`config.mk`:
```
export PLATFORM = sky130hd
export DESIGN_NAME = mcs4_addr_stack_flat
export DESIGN_NICKNAME = d
export VERILOG_FILES = /design/src/rtl/mcs4_addr_stack_if.sv /design/src/rtl/mcs4_addr_stack.sv /design/src/flat_wrapper.sv
export SDC_FILE = /design/constraint.sdc
export NUM_CORES = 1
export LEC_CHECK = 0
export BUFFER_PORTS_ARGS = -buffer_cell sky130_fd_sc_hd__buf_2
export CORE_MARGIN = 4
export CORE_UTILIZATION = 60
export CTS_CLUSTER_SIZE = 28
export DETAILED_ROUTE_END_ITERATION = 10
export PLACE_DENSITY = 0.82
export SYNTH_ARGS = -nofsm -noshare
export SYNTH_HDL_FRONTEND = slang
export SYNTH_SLANG_ARGS = --single-unit
```
`constraint.sdc`:
```
create_clock -name clk -period 11.5 [get_ports clk]
set_input_delay 1.15 -clock clk [delete_from_list [all_inputs] [get_ports clk]]
set_output_delay 1.15 -clock clk [all_outputs]
set_load 0.02 [all_outputs]
```
`src/rtl/mcs4_addr_stack_if.sv`:
```
// Command and status bundle between the MCS-4 instruction decoder and the address stack.
// The decoder drives commands and the debug select; the stack returns pc, depth and error status.
interface mcs4_addr_stack_if #(
  parameter int ADDR_W = 12,
  parameter int DEPTH  = 4
);
  localparam int LW = $clog2(DEPTH);

  logic              cmd_valid;
  logic [2:0]        cmd_op;
  logic [ADDR_W-1:0] cmd_addr;
  logic              err_clr;
  logic [LW-1:0]     dbg_level;
  logic [ADDR_W-1:0] pc;
  logic [LW-1:0]     depth_cnt;
  logic              ovf;
  logic              unf;
  logic              err;
  logic [ADDR_W-1:0] dbg_addr;

  modport master (
    output cmd_valid, cmd_op, cmd_addr, err_clr, dbg_level,
    input  pc, depth_cnt, ovf, unf, err, dbg_addr
  );

  modport slave (
    input  cmd_valid, cmd_op, cmd_addr, err_clr, dbg_level,
    output pc, depth_cnt, ovf, unf, err, dbg_addr
  );
endinterface

```
`src/rtl/mcs4_addr_stack.sv`:
```
// Program counter plus circular return-address stack for MCS-4 style cores, with
// selectable overflow policy (circular overwrite or strict reject) and a debug read port.
module mcs4_addr_stack #(
  parameter int ADDR_W   = 12,
  parameter int DEPTH    = 4,
  parameter int OVF_MODE = 0
) (
  input logic              clk,
  input logic              rst,
  mcs4_addr_stack_if.slave bus
);
  localparam int S    = DEPTH - 1;
  localparam int PW   = $clog2(DEPTH);
  localparam bit CIRC = (OVF_MODE == 0);

  localparam logic [2:0] OP_INC   = 3'd1;
  localparam logic [2:0] OP_JUMP  = 3'd2;
  localparam logic [2:0] OP_JPAGE = 3'd3;
  localparam logic [2:0] OP_CALL  = 3'd4;
  localparam logic [2:0] OP_RET   = 3'd5;

  // Pointers wrap modulo S, which need not be a power of two.
  function automatic logic [PW-1:0] ptr_inc(input logic [PW-1:0] p);
    return (p == PW'(S - 1)) ? '0 : p + 1'b1;
  endfunction

  function automatic logic [PW-1:0] ptr_dec(input logic [PW-1:0] p);
    return (p == '0) ? PW'(S - 1) : p - 1'b1;
  endfunction

  function automatic logic [PW-1:0] rd_idx(input logic [PW-1:0] p, input logic [PW-1:0] k);
    int t;
    t = (int'(p) + 3 * S - 1 - int'(k)) % S;
    return PW'(t);
  endfunction

  logic [ADDR_W-1:0] mem [S];
  logic [ADDR_W-1:0] pc;
  logic [PW-1:0]     cnt;
  logic [PW-1:0]     wp;
  logic              ovf;
  logic              unf;
  logic              err;

  logic          full;
  logic          empty;
  logic          is_call;
  logic          is_ret;
  logic          ovf_set;
  logic          unf_set;
  logic [PW-1:0] wp_top;

  assign full    = (cnt == PW'(S));
  assign empty   = (cnt == '0);
  assign is_call = bus.cmd_valid && (bus.cmd_op == OP_CALL);
  assign is_ret  = bus.cmd_valid && (bus.cmd_op == OP_RET);
  assign ovf_set = is_call && full;
  assign unf_set = is_ret && empty;
  assign wp_top  = ptr_dec(wp);

  always_ff @(posedge clk) begin
    if (rst) begin
      pc  <= '0;
      cnt <= '0;
      wp  <= '0;
      ovf <= 1'b0;
      unf <= 1'b0;
      err <= 1'b0;
      for (int i = 0; i < S; i++) mem[i] <= '0;
    end else begin
      ovf <= ovf_set;
      unf <= unf_set;
      // A new error event outranks a simultaneous clear.
      if (ovf_set || unf_set) err <= 1'b1;
      else if (bus.err_clr)   err <= 1'b0;

      if (bus.cmd_valid) begin
        case (bus.cmd_op)
          OP_INC:   pc <= pc + 1'b1;
          OP_JUMP:  pc <= bus.cmd_addr;
          OP_JPAGE: pc <= {pc[ADDR_W-1:8], bus.cmd_addr[7:0]};
          OP_CALL: begin
            if (!full || CIRC) begin
              mem[wp] <= pc;
              wp      <= ptr_inc(wp);
              pc      <= bus.cmd_addr;
              if (!full) cnt <= cnt + 1'b1;
            end
          end
          OP_RET: begin
            // Circular mode pops stale data on underflow so behaviour stays deterministic.
            if (!empty || CIRC) begin
              pc <= mem[wp_top];
              wp <= wp_top;
              if (!empty) cnt <= cnt - 1'b1;
            end
          end
          default: ;
        endcase
      end
    end
  end

  always_comb begin
    bus.dbg_addr = '0;
    if (bus.dbg_level < cnt) bus.dbg_addr = mem[rd_idx(wp, bus.dbg_level)];
  end

  assign bus.pc        = pc;
  assign bus.depth_cnt = cnt;
  assign bus.ovf       = ovf;
  assign bus.unf       = unf;
  assign bus.err       = err;
endmodule

```
`src/flat_wrapper.sv`:
```
// flat-port wrapper written by rule: the top's interface ports become plain ports
module mcs4_addr_stack_flat 
#(
  parameter int ADDR_W   = 12,
  parameter int DEPTH    = 4,
  parameter int OVF_MODE = 0
)
  (clk, rst, bus_cmd_valid, bus_cmd_op, bus_cmd_addr, bus_err_clr, bus_dbg_level, bus_pc, bus_depth_cnt, bus_ovf, bus_unf, bus_err, bus_dbg_addr);
  mcs4_addr_stack_if #(.ADDR_W(ADDR_W), .DEPTH(DEPTH)) bus_i ();
  input logic clk;
  input logic rst;
  input wire logic [$bits(bus_i.cmd_valid)-1:0] bus_cmd_valid;
  input wire logic [$bits(bus_i.cmd_op)-1:0] bus_cmd_op;
  input wire logic [$bits(bus_i.cmd_addr)-1:0] bus_cmd_addr;
  input wire logic [$bits(bus_i.err_clr)-1:0] bus_err_clr;
  input wire logic [$bits(bus_i.dbg_level)-1:0] bus_dbg_level;
  output wire logic [$bits(bus_i.pc)-1:0] bus_pc;
  output wire logic [$bits(bus_i.depth_cnt)-1:0] bus_depth_cnt;
  output wire logic [$bits(bus_i.ovf)-1:0] bus_ovf;
  output wire logic [$bits(bus_i.unf)-1:0] bus_unf;
  output wire logic [$bits(bus_i.err)-1:0] bus_err;
  output wire logic [$bits(bus_i.dbg_addr)-1:0] bus_dbg_addr;
  assign bus_i.cmd_valid = bus_cmd_valid;
  assign bus_i.cmd_op = bus_cmd_op;
  assign bus_i.cmd_addr = bus_cmd_addr;
  assign bus_i.err_clr = bus_err_clr;
  assign bus_i.dbg_level = bus_dbg_level;
  assign bus_pc = bus_i.pc;
  assign bus_depth_cnt = bus_i.depth_cnt;
  assign bus_ovf = bus_i.ovf;
  assign bus_unf = bus_i.unf;
  assign bus_err = bus_i.err;
  assign bus_dbg_addr = bus_i.dbg_addr;
  mcs4_addr_stack #(.ADDR_W(ADDR_W), .DEPTH(DEPTH), .OVF_MODE(OVF_MODE)) u_core (.clk(clk), .rst(rst), .bus(bus_i));
endmodule
```
==> impl_metrics.csv, run 1 <==
group,metric,value,unit
power_and_ir_drop,powerDensity,142,nW/µm²
power_and_ir_drop,p_sw_share,32.4,%
die,die_w,89.4,µm
timing,postLayoutSetupSlackWorst,4.57,ns
drt,dr.pass1.iters,4,
global_route,grt_busiest_layer,"met2",
synth,synth-seq-area-share,45.8,%
die,rows,29,
power_and_ir_drop,intPower,0.424,mW
clocking,cts_hold_buf,0,
synth,dominantRegCellSynth,"edfxtp_1",
placement,dp_hpwl,6510,µm
finish,n_antenna_cell,0,
die,io_pins,50,
placement,portBuffers,49,
clocking,clock_path_buffers,2,
timing,slew_headroom,31.0,%
min_path,whs_endpoint,"u_core.bus.err",
synth,synth.distinct_cells,45,
finish,layout.area.seq,1820,µm²
synth,synth.ff_latch_count,67,
timing,rsz0062_at_grt,"no",
setup_path,r2r_slack,8.69,ns
setup_path,r2r_end,"u_core.bus.pc[10]",
setup_path,arrival,5.78,ns
timing,holdWs,0.471,ns
finish,drive_above_1_share,24.4,%
setup_path,cp_max_fo,24,
min_path,whs_path_depth,1,
synth,synth_warnings,0,
power_and_ir_drop,leakage,1.93,nW
setup_path,crit_type,"flip-flop to primary output",
setup_path,worstRegToRegCells,8,
global_route,met2_usage,42.4,%
timing,setup_viol,0,
flow_run,maxCapViolCount,0,
synth,syn_inst,351,
global_route,grt_first_pass_wirelength,14800,µm
setup_path,critical-path-top-delay-family,"adder cells",
drt,drc_errors,0,
timing,final.setup_skew,0.00989,ns
synth,ys_top_cells_by_count,"48 x edfxtp_1, 41 x and3_1, 28 x mux2i_1",
timing,fmax,144,MHz
clocking,cts.sinks,67,
global_route,grt_use_met3,3.69,%
setup_path,start_kind,"flip-flop",
global_route,grt_pass1_vias,2957,
power_and_ir_drop,peakVddDrop,0.0000717,V
clocking,numCtsBuffers,9,
global_route,antenna_found_initial,0,
synth,synth_top_area_share,36.2,%
clocking,cts_resized,0,
synth,synth_top_cell_by_area,"edfxtp_1",
min_path,holdCritPathClass,"flip-flop to flip-flop",
synth,postSynthAreaPerCell,11.3,µm²
power_and_ir_drop,clkPwrFrac,27.6,%
die,core,6390,µm²
placement,dp.cells,458,
setup_path,worstReg2RegStart,"u_core.wp[0]",
global_route,grt_max_degree,42,
power_and_ir_drop,p_seq_share,44.3,%
drt,drtIter0Drc,275,
power_and_ir_drop,switchingPower,0.203,mW
die,die_h,89.4,µm
finish,fin_cells,474,
setup_path,cp_cell_sequence,"inv_1 -> ha_1 -> inv_1 -> fa_1 -> mux2i_1 -> nor2_1 -> ha_1 -> ha_1 -> nor2_1 -> o311ai_0 -> o21ai_1 -> ha_1 -> nor4b_1 -> a22oi_4 -> xnor2_4 -> mux2i_1 -> o22ai_2 -> buf_2",
synth,synth_compound_area_share,15.3,%
synth,yosys.area_share.simple,14.8,%
finish,multi_input_area,2010,µm²
timing,post-route-min-period,6.93,ns
setup_path,crit_slowest_cell,"xnor2_4",
die,initial_core_util,62.3,%
setup_path,cp.required,10.35,ns
setup_path,worst-path-buf-inv,3,
timing,fin_crit_sh,60.2,%
global_route,grt_usage,24.9,%
placement,dp_slack,4.80,ns
min_path,min-delay-start,"u_core.bus.err",
global_route,overflow,0,
finish,area_delta_synth_final,10.9,%
clocking,root_buffer,"clkbuf_8",
placement,gp_congestion,0.953,
drt,avgViaCountPerCell,6.40,
setup_path,end_kind,"primary output",
synth,synthAdderAreaFrac,4.46,%
clocking,cts_setup_buffers,0,
setup_path,crit_top_cell,"ha_1",
timing,final_max_slew_viol_count,0,
synth,yosysMostFrequentCell,"edfxtp_1",
power_and_ir_drop,combPwrFrac,28.1,%
setup_path,cpPeakStageDelay,0.85,ns
drt,vias,3032,
global_route,met1_usage,32.8,%
timing,worst_slew_pin_slew,1.03,ns
clocking,clk_pin_slew,0.07,ns
drt,wl,9290,µm
clocking,htree_levels,3,
clocking,cts_tree,"yes",
synth,netlist_area,3980,µm²
finish,fillers,465,
synth,synth_xor_area_share,1.35,%
finish,final_nets,426,
status,status,"finished clean",
synth,synth-edff-count,48,
synth,synth_top_family_by_area,"compound AO/OA/AOI/OAI gates",
drt,avgRoutedWirePerCell,19.6,µm
synth,synthMuxAreaShare,14.4,%
synth,synthArstFlopShare,0,%
clocking,clkLatencyLatePin,0.34,ns
synth,synthTopCellsByArea,"edfxtp_1 36%, dfxtp_1 9.6%, mux2i_1 7.0%",
synth,syn-num-nets,385,
die,fp.dieArea,8000,µm²
drt,ant_nets,0,
timing,setup_tns,0,ns
timing,hold_viol,0,
==> power groups by stage <==
stage / Combinational, mW / Sequential, mW / Clock [mW]
6_report: 0.176 / 0.278 / 0.173
5_1_grt: 0.191 / 0.279 / 0.187
4_1_cts: 0.177 / 0.277 / 0.175
3_5_place_dp: 0.176 / 0.283 / 0
3_3_place_gp: 0.172 / 0.282 / 0
2_1_floorplan: 0.139 / 0.283 / 0
==> cells by family (layout without fill, tap and decap cells) <==
logic type	Yosys count	in the layout
muxes	42	42
AOI/OAI and AO/OA	77	77
DFF	67	67
buffers and inverters	34	80
adders and majority gates	13	13
xor gates and xnor gates	4	4
and+or+nand+nor	114	114
==> layer usage <==
layer  wire length (µm)  vias up
li1                   -     1439
met1               3970     1455
met2               4590      129
met3                613        9
met4                123        0
met5                  0        -
==> final cells by class <==
cell class / instances / share of cell area [%]
clock buffers: 10 / 3.12
well taps: 77 / 2.18
repair buffers: 51 / 5.90
clock inverters: 6 / 0.879
inverters: 13 / 1.11
flip-flops and latches: 67 / 41.3
multi-input cells: 250 / 45.5
==> stage by stage <==
stage          util (%)  power, mW  area (µm²)
6_report           69.1      0.627        4410
3_5_place_dp       66.3      0.459        4240
3_3_place_gp       66.3      0.454        4240
2_1_floorplan         -      0.422        3980
5_1_grt            69.1      0.657        4410
4_1_cts            69.1      0.629        4410
==> placed cells by master, fill, tap and decap left out, types with 4 or more instances in the layout <==
cell       n
edfxtp_1  48
mux4_2    12
nand3_1    7
a221oi_1   6
o22ai_2   10
o21ai_1    4
a21oi_1   15
clkbuf_8  10
nand2_1   23
a211oi_1  10
nor2_1    25
inv_1     13
buf_2     49
dfxtp_1   19
mux2i_1   28
ha_1      11
o21ai_0   12
and3_1    41
==> state kept, by name, indices dropped and copies added (netlist names) <==
signal,cells
u_core.mem,48
u_core.bus.depth_cnt,2
u_core.bus.pc,12
u_core.bus.err,1
u_core.wp,2
u_core.bus.ovf,1
u_core.bus.unf,1
==> worst max-delay path by stage <==
stage,from,depth (start not counted),slack (ns),endpoint
finish,u_core.wp[0],18,4.57,bus_dbg_addr[7]
global placement,bus_dbg_level[0],18,5.10,bus_dbg_addr[9]
CTS,u_core.wp[0],18,4.57,bus_dbg_addr[7]
global route,u_core.wp[0],18,4.19,bus_dbg_addr[9]
floorplan,bus_dbg_level[0],17,5.79,bus_dbg_addr[10]
detailed placement,bus_dbg_level[0],19,4.80,bus_dbg_addr[6]
(Power assumes the default switching activity.)
==> inputs of run 2 (changes only) <==
Settings changed: CORE_UTILIZATION 60 to 53, PLACE_DENSITY 0.82 to 0.77.
Clock period 11.5 ns to 6 ns, I/O delays scaled along.
==> impl_metrics.csv, run 2 (synthesis results as in run 1) <==
group,metric,value,unit
status,status,"finished clean",
clocking,clk_pin_slew,0.07,ns
setup_path,start_kind,"flip-flop",
drt,dr.pass1.iters,5,
global_route,grt_usage,21.5,%
timing,fmax,183,MHz
power_and_ir_drop,combPwrFrac,26.4,%
power_and_ir_drop,peakVddDrop,0.000175,V
power_and_ir_drop,p_seq_share,41.6,%
finish,top_register,"u_core.mem",
clocking,cts.sinks,67,
power_and_ir_drop,powerDensity,284,nW/µm²
placement,dp_hpwl,6410,µm
clocking,cts_tree,"yes",
finish,final_nets,428,
die,rows,31,
setup_path,arrival,4.87,ns
die,fp.dieArea,8960,µm²
drt,wl,9040,µm
die,die_w,94.7,µm
power_and_ir_drop,p_sw_share,30.6,%
die,initial_core_util,54.6,%
timing,setup_tns,0,ns
clocking,clkLatencyLatePin,0.34,ns
placement,portBuffers,49,
finish,largest_register_ffs,48,
global_route,grt_first_pass_wirelength,14500,µm
clocking,cts_hold_buf,0,
setup_path,crit_type,"flip-flop to primary output",
die,core,7290,µm²
min_path,holdCritPathClass,"flip-flop to flip-flop",
drt,drc_errors,0,
power_and_ir_drop,intPower,0.887,mW
die,io_pins,50,
drt,vias,2994,
timing,post-route-min-period,5.47,ns
global_route,antenna_found_initial,0,
clocking,cts_resized,0,
timing,setup_viol,0,
flow_run,maxCapViolCount,0,
placement,gp_congestion,0.901,
power_and_ir_drop,switchingPower,0.391,mW
power_and_ir_drop,clkPwrFrac,32.0,%
power_and_ir_drop,p_total,1.28,mW
finish,mostFrequentLayoutCells,"49 x buf_2, 48 x edfxtp_1, 41 x and3_1",
setup_path,cp.required,5.40,ns
drt,drtIter0Drc,270,
drt,avgRoutedWirePerCell,18.1,µm
die,die_h,94.7,µm
finish,area_delta_synth_final,13.0,%
clocking,root_buffer,"clkbuf_8",
setup_path,end_kind,"primary output",
timing,rsz0062_at_grt,"no",
timing,final.setup_skew,0.00650,ns
finish,top_regs,"u_core.mem x48, u_core.bus.pc x12",
setup_path,cp_max_fo,24,
global_route,grt_pass1_vias,2806,
timing,hold_viol,0,
global_route,overflow,0,
timing,final_max_slew_viol_count,0,
power_and_ir_drop,leakage,1.95,nW
global_route,grt_max_degree,41,
timing,slew_headroom,54.7,%
clocking,htree_levels,3,
timing,fin_crit_sh,91.2,%
timing,worst_slew_pin_slew,0.678,ns
drt,ant_nets,0,
clocking,numCtsBuffers,9,
finish,drive_above_1_share,24.6,%
drt,avgViaCountPerCell,6.01,
finish,n_antenna_cell,0,
clocking,cts_setup_buffers,0,
clocking,clock_path_buffers,2,
finish,final_common_cell,"buf_2",
[run 2: power groups by stage]
stage / combinational [mW] / clock, mW / sequential, mW
final: 0.337 / 0.409 / 0.532
after global routing: 0.366 / 0.437 / 0.536
after CTS: 0.339 / 0.412 / 0.531
after detailed placement: 0.338 / 0 / 0.542
after global placement: 0.333 / 0 / 0.541
after floorplan: 0.266 / 0 / 0.543
[run 2: critical path, stage by stage (launching register included)]
cell     delay, ns
dfxtp_1       0.43
inv_1         0.12
ha_1          0.31
inv_1         0.06
fa_1          0.49
mux2i_1       0.32
nor2_1        0.08
ha_1          0.22
ha_1          0.24
nor2b_2       0.12
o21ai_1       0.08
ha_1          0.22
nor4b_1       0.52
a22oi_4       0.15
xnor2_4       0.16
buf_4         0.38
mux2i_1       0.34
o22ai_2       0.11
buf_2         0.18
[run 2: path summary, 6_finish.rpt]
path                   from  cells past startpoint           endpoint  slack, ns
min reg2reg  u_core.bus.err                      1     u_core.bus.err       0.47
min          u_core.bus.err                      1     u_core.bus.err       0.47
max            u_core.wp[0]                     18    bus_dbg_addr[8]       0.53
max reg2reg    u_core.wp[0]                      9  u_core.bus.pc[10]       3.36
[run 2: layer usage]
layer  track usage (%)  up-vias  wire [µm]
met2              35.6      103       4450
met4              6.49        0        102
met3              3.82       11        566
met1              29.0     1448       3920
li1                  -     1432          -
met5                 0        -          0
[run 2: area by class of cell]
class / instances / area [µm²]
Tap cell: 99 / 124
Clock inverter: 6 / 88.8
Inverter: 13 / 48.8
Clock buffer: 10 / 128
Sequential cell: 67 / 1820
Fill cell: 631 / 2800
Timing Repair Buffer: 53 / 275
Multi-Input combinational cell: 250 / 2010
[run 2: stage by stage]
step	hold WS (ns)	std cells	area (µm²)	util (%)	setup slack [ns]
2_1_floorplan	0.536	351	3980	-	1.00
3_3_place_gp	0.444	482	4280	58.7	0.946
3_5_place_dp	0.449	482	4280	58.7	0.753
4_1_cts	0.469	498	4500	61.7	0.488
5_1_grt	0.499	498	4500	61.7	0.171
6_report	0.466	498	4500	61.7	0.527
==> inputs of run 3 (changes only) <==
Settings changed: RECOVER_POWER from default to 50.
==> impl_metrics.csv, run 3 (synthesis results as in run 1) <==
group,metric,value,unit
finish,top_register,"u_core.mem",
finish,top_regs,"u_core.mem x48, u_core.bus.pc x12",
timing,setup_tns,0,ns
timing,slew_headroom,13.5,%
setup_path,crit_top_cell,"ha_1",
min_path,holdCritPathClass,"flip-flop to flip-flop",
global_route,overflow,0,
global_route,grt_pass1_vias,2806,
global_route,grt_first_pass_wirelength,14500,µm
setup_path,crit_type,"flip-flop to primary output",
power_and_ir_drop,p_total,1.27,mW
setup_path,cp.required,5.40,ns
setup_path,cp_max_fo,24,
clocking,clk_pin_slew,0.07,ns
timing,rsz0062_at_grt,"no",
power_and_ir_drop,powerDensity,285,nW/µm²
timing,worst_slew_pin_slew,1.30,ns
die,io_pins,50,
drt,avgRoutedWirePerCell,18.2,µm
setup_path,critPathLaunch,"u_core.wp[0]",
drt,vias,3008,
drt,drtIter0Drc,264,
clocking,cts_tree,"yes",
setup_path,cpPeakStageDelay,0.52,ns
timing,hold_viol,0,
die,die_h,94.7,µm
setup_path,arrival,4.89,ns
timing,final_max_slew_viol_count,0,
flow_run,maxCapViolCount,0,
clocking,numCtsBuffers,9,
clocking,cts_resized,0,
die,rows,31,
timing,fin_crit_sh,91.5,%
timing,holdWs,0.466,ns
drt,drc_errors,0,
finish,mostFrequentLayoutCells,"48 x edfxtp_1, 41 x and3_1, 30 x buf_2",
die,fp.dieArea,8960,µm²
power_and_ir_drop,peakVddDrop,0.000175,V
timing,setup_viol,0,
die,core,7290,µm²
setup_path,r2r_slack,3.30,ns
drt,ant_nets,0,
clocking,cts_setup_buffers,0,
setup_path,crit_slowest_cell,"nor4b_1",
setup_path,r2r_end,"u_core.bus.pc[10]",
setup_path,cp_cell_sequence,"inv_1 -> ha_1 -> inv_1 -> fa_1 -> mux2i_1 -> nor2_1 -> ha_1 -> ha_1 -> nor2b_2 -> o21ai_1 -> ha_1 -> nor4b_1 -> a22oi_4 -> xnor2_4 -> buf_4 -> mux2i_1 -> o22ai_2 -> buf_2",
setup_path,start_kind,"flip-flop",
timing,final.setup_skew,0.00475,ns
placement,portBuffers,49,
global_route,antenna_found_initial,0,
drt,avgViaCountPerCell,6.04,
global_route,grt_usage,21.5,%
die,die_w,94.7,µm
placement,dp_hpwl,6410,µm
finish,n_antenna_cell,0,
finish,final_common_cell,"edfxtp_1",
drt,wl,9070,µm
timing,fmax,182,MHz
drt,dr.pass1.iters,5,
finish,utilization,61.2,%
setup_path,worstRegToRegCells,9,
clocking,clkLatencyLatePin,0.34,ns
clocking,htree_levels,3,
finish,drive_above_1_share,19.3,%
placement,gp_congestion,0.901,
finish,final_nets,428,
die,initial_core_util,54.6,%
global_route,grt_max_degree,41,
timing,post-route-min-period,5.49,ns
power_and_ir_drop,leakage,1.87,nW
clocking,cts.sinks,67,
setup_path,endpoint,"bus_dbg_addr[8]",
status,status,"finished clean",
clocking,clock_path_buffers,2,
clocking,root_buffer,"clkbuf_8",
setup_path,worstReg2RegStart,"u_core.wp[0]",
finish,area_delta_synth_final,12.1,%
clocking,cts_hold_buf,0,
finish,largest_register_ffs,48,
setup_path,end_kind,"primary output",
-- run 3: cell type report --
cell class,instances,area (µm²)
clock buffer,10,128
clock inverter,6,88.8
fill,636,2830
inverter,13,48.8
multi-input combinational,250,2000
sequential,67,1820
tap,99,124
timing repair buffer,53,248
-- run 3: how the worst min path moves through the flow --
stage	start	endpoint	slack (ns)	cells past startpoint
4_1_cts	u_core.bus.err	u_core.bus.err	0.47	1
5_1_grt	u_core.bus.err	u_core.bus.err	0.49	1
2_1_floorplan	u_core.wp[1]	u_core.wp[1]	0.54	2
3_3_place_gp	u_core.bus.err	u_core.bus.err	0.44	1
6_report	u_core.bus.err	u_core.bus.err	0.47	1
3_5_place_dp	u_core.bus.err	u_core.bus.err	0.45	1
-- run 3: metrics by stage --
step	worst slack, ns	instance area (µm²)	cells
2_1_floorplan	1.00	3980	351
3_3_place_gp	0.946	4280	482
3_5_place_dp	0.753	4280	482
4_1_cts	0.488	4500	498
5_1_grt	0.171	4460	498
6_report	0.508	4460	498
-- run 3: where the power goes --
part / internal [mW] / switching (mW)
Clock: 0.235 / 0.172
Sequential: 0.512 / 0.0206
Combinational: 0.139 / 0.196
Total: 0.885 / 0.388
-- run 3: metal layers --
metal  up-vias  wire length (µm)  track usage (%)
li1       1437                 -                -
met1      1449              3870             29.0
met2       109              4440             35.6
met3        13               622             3.82
met4         0               138             6.49
met5         -                 0                0
-- run 3: worst max-delay path: cells and delay by family (launching register included) --
kind	cells	cell delay, ns
AOI/OAI and AO/OA	3	0.34
xor gates and xnor gates	1	0.16
adders and majority gates	5	1.48
buffers and inverters	4	0.74
DFF	1	0.43
muxes	2	0.69
and+or+nand+nor	3	0.72
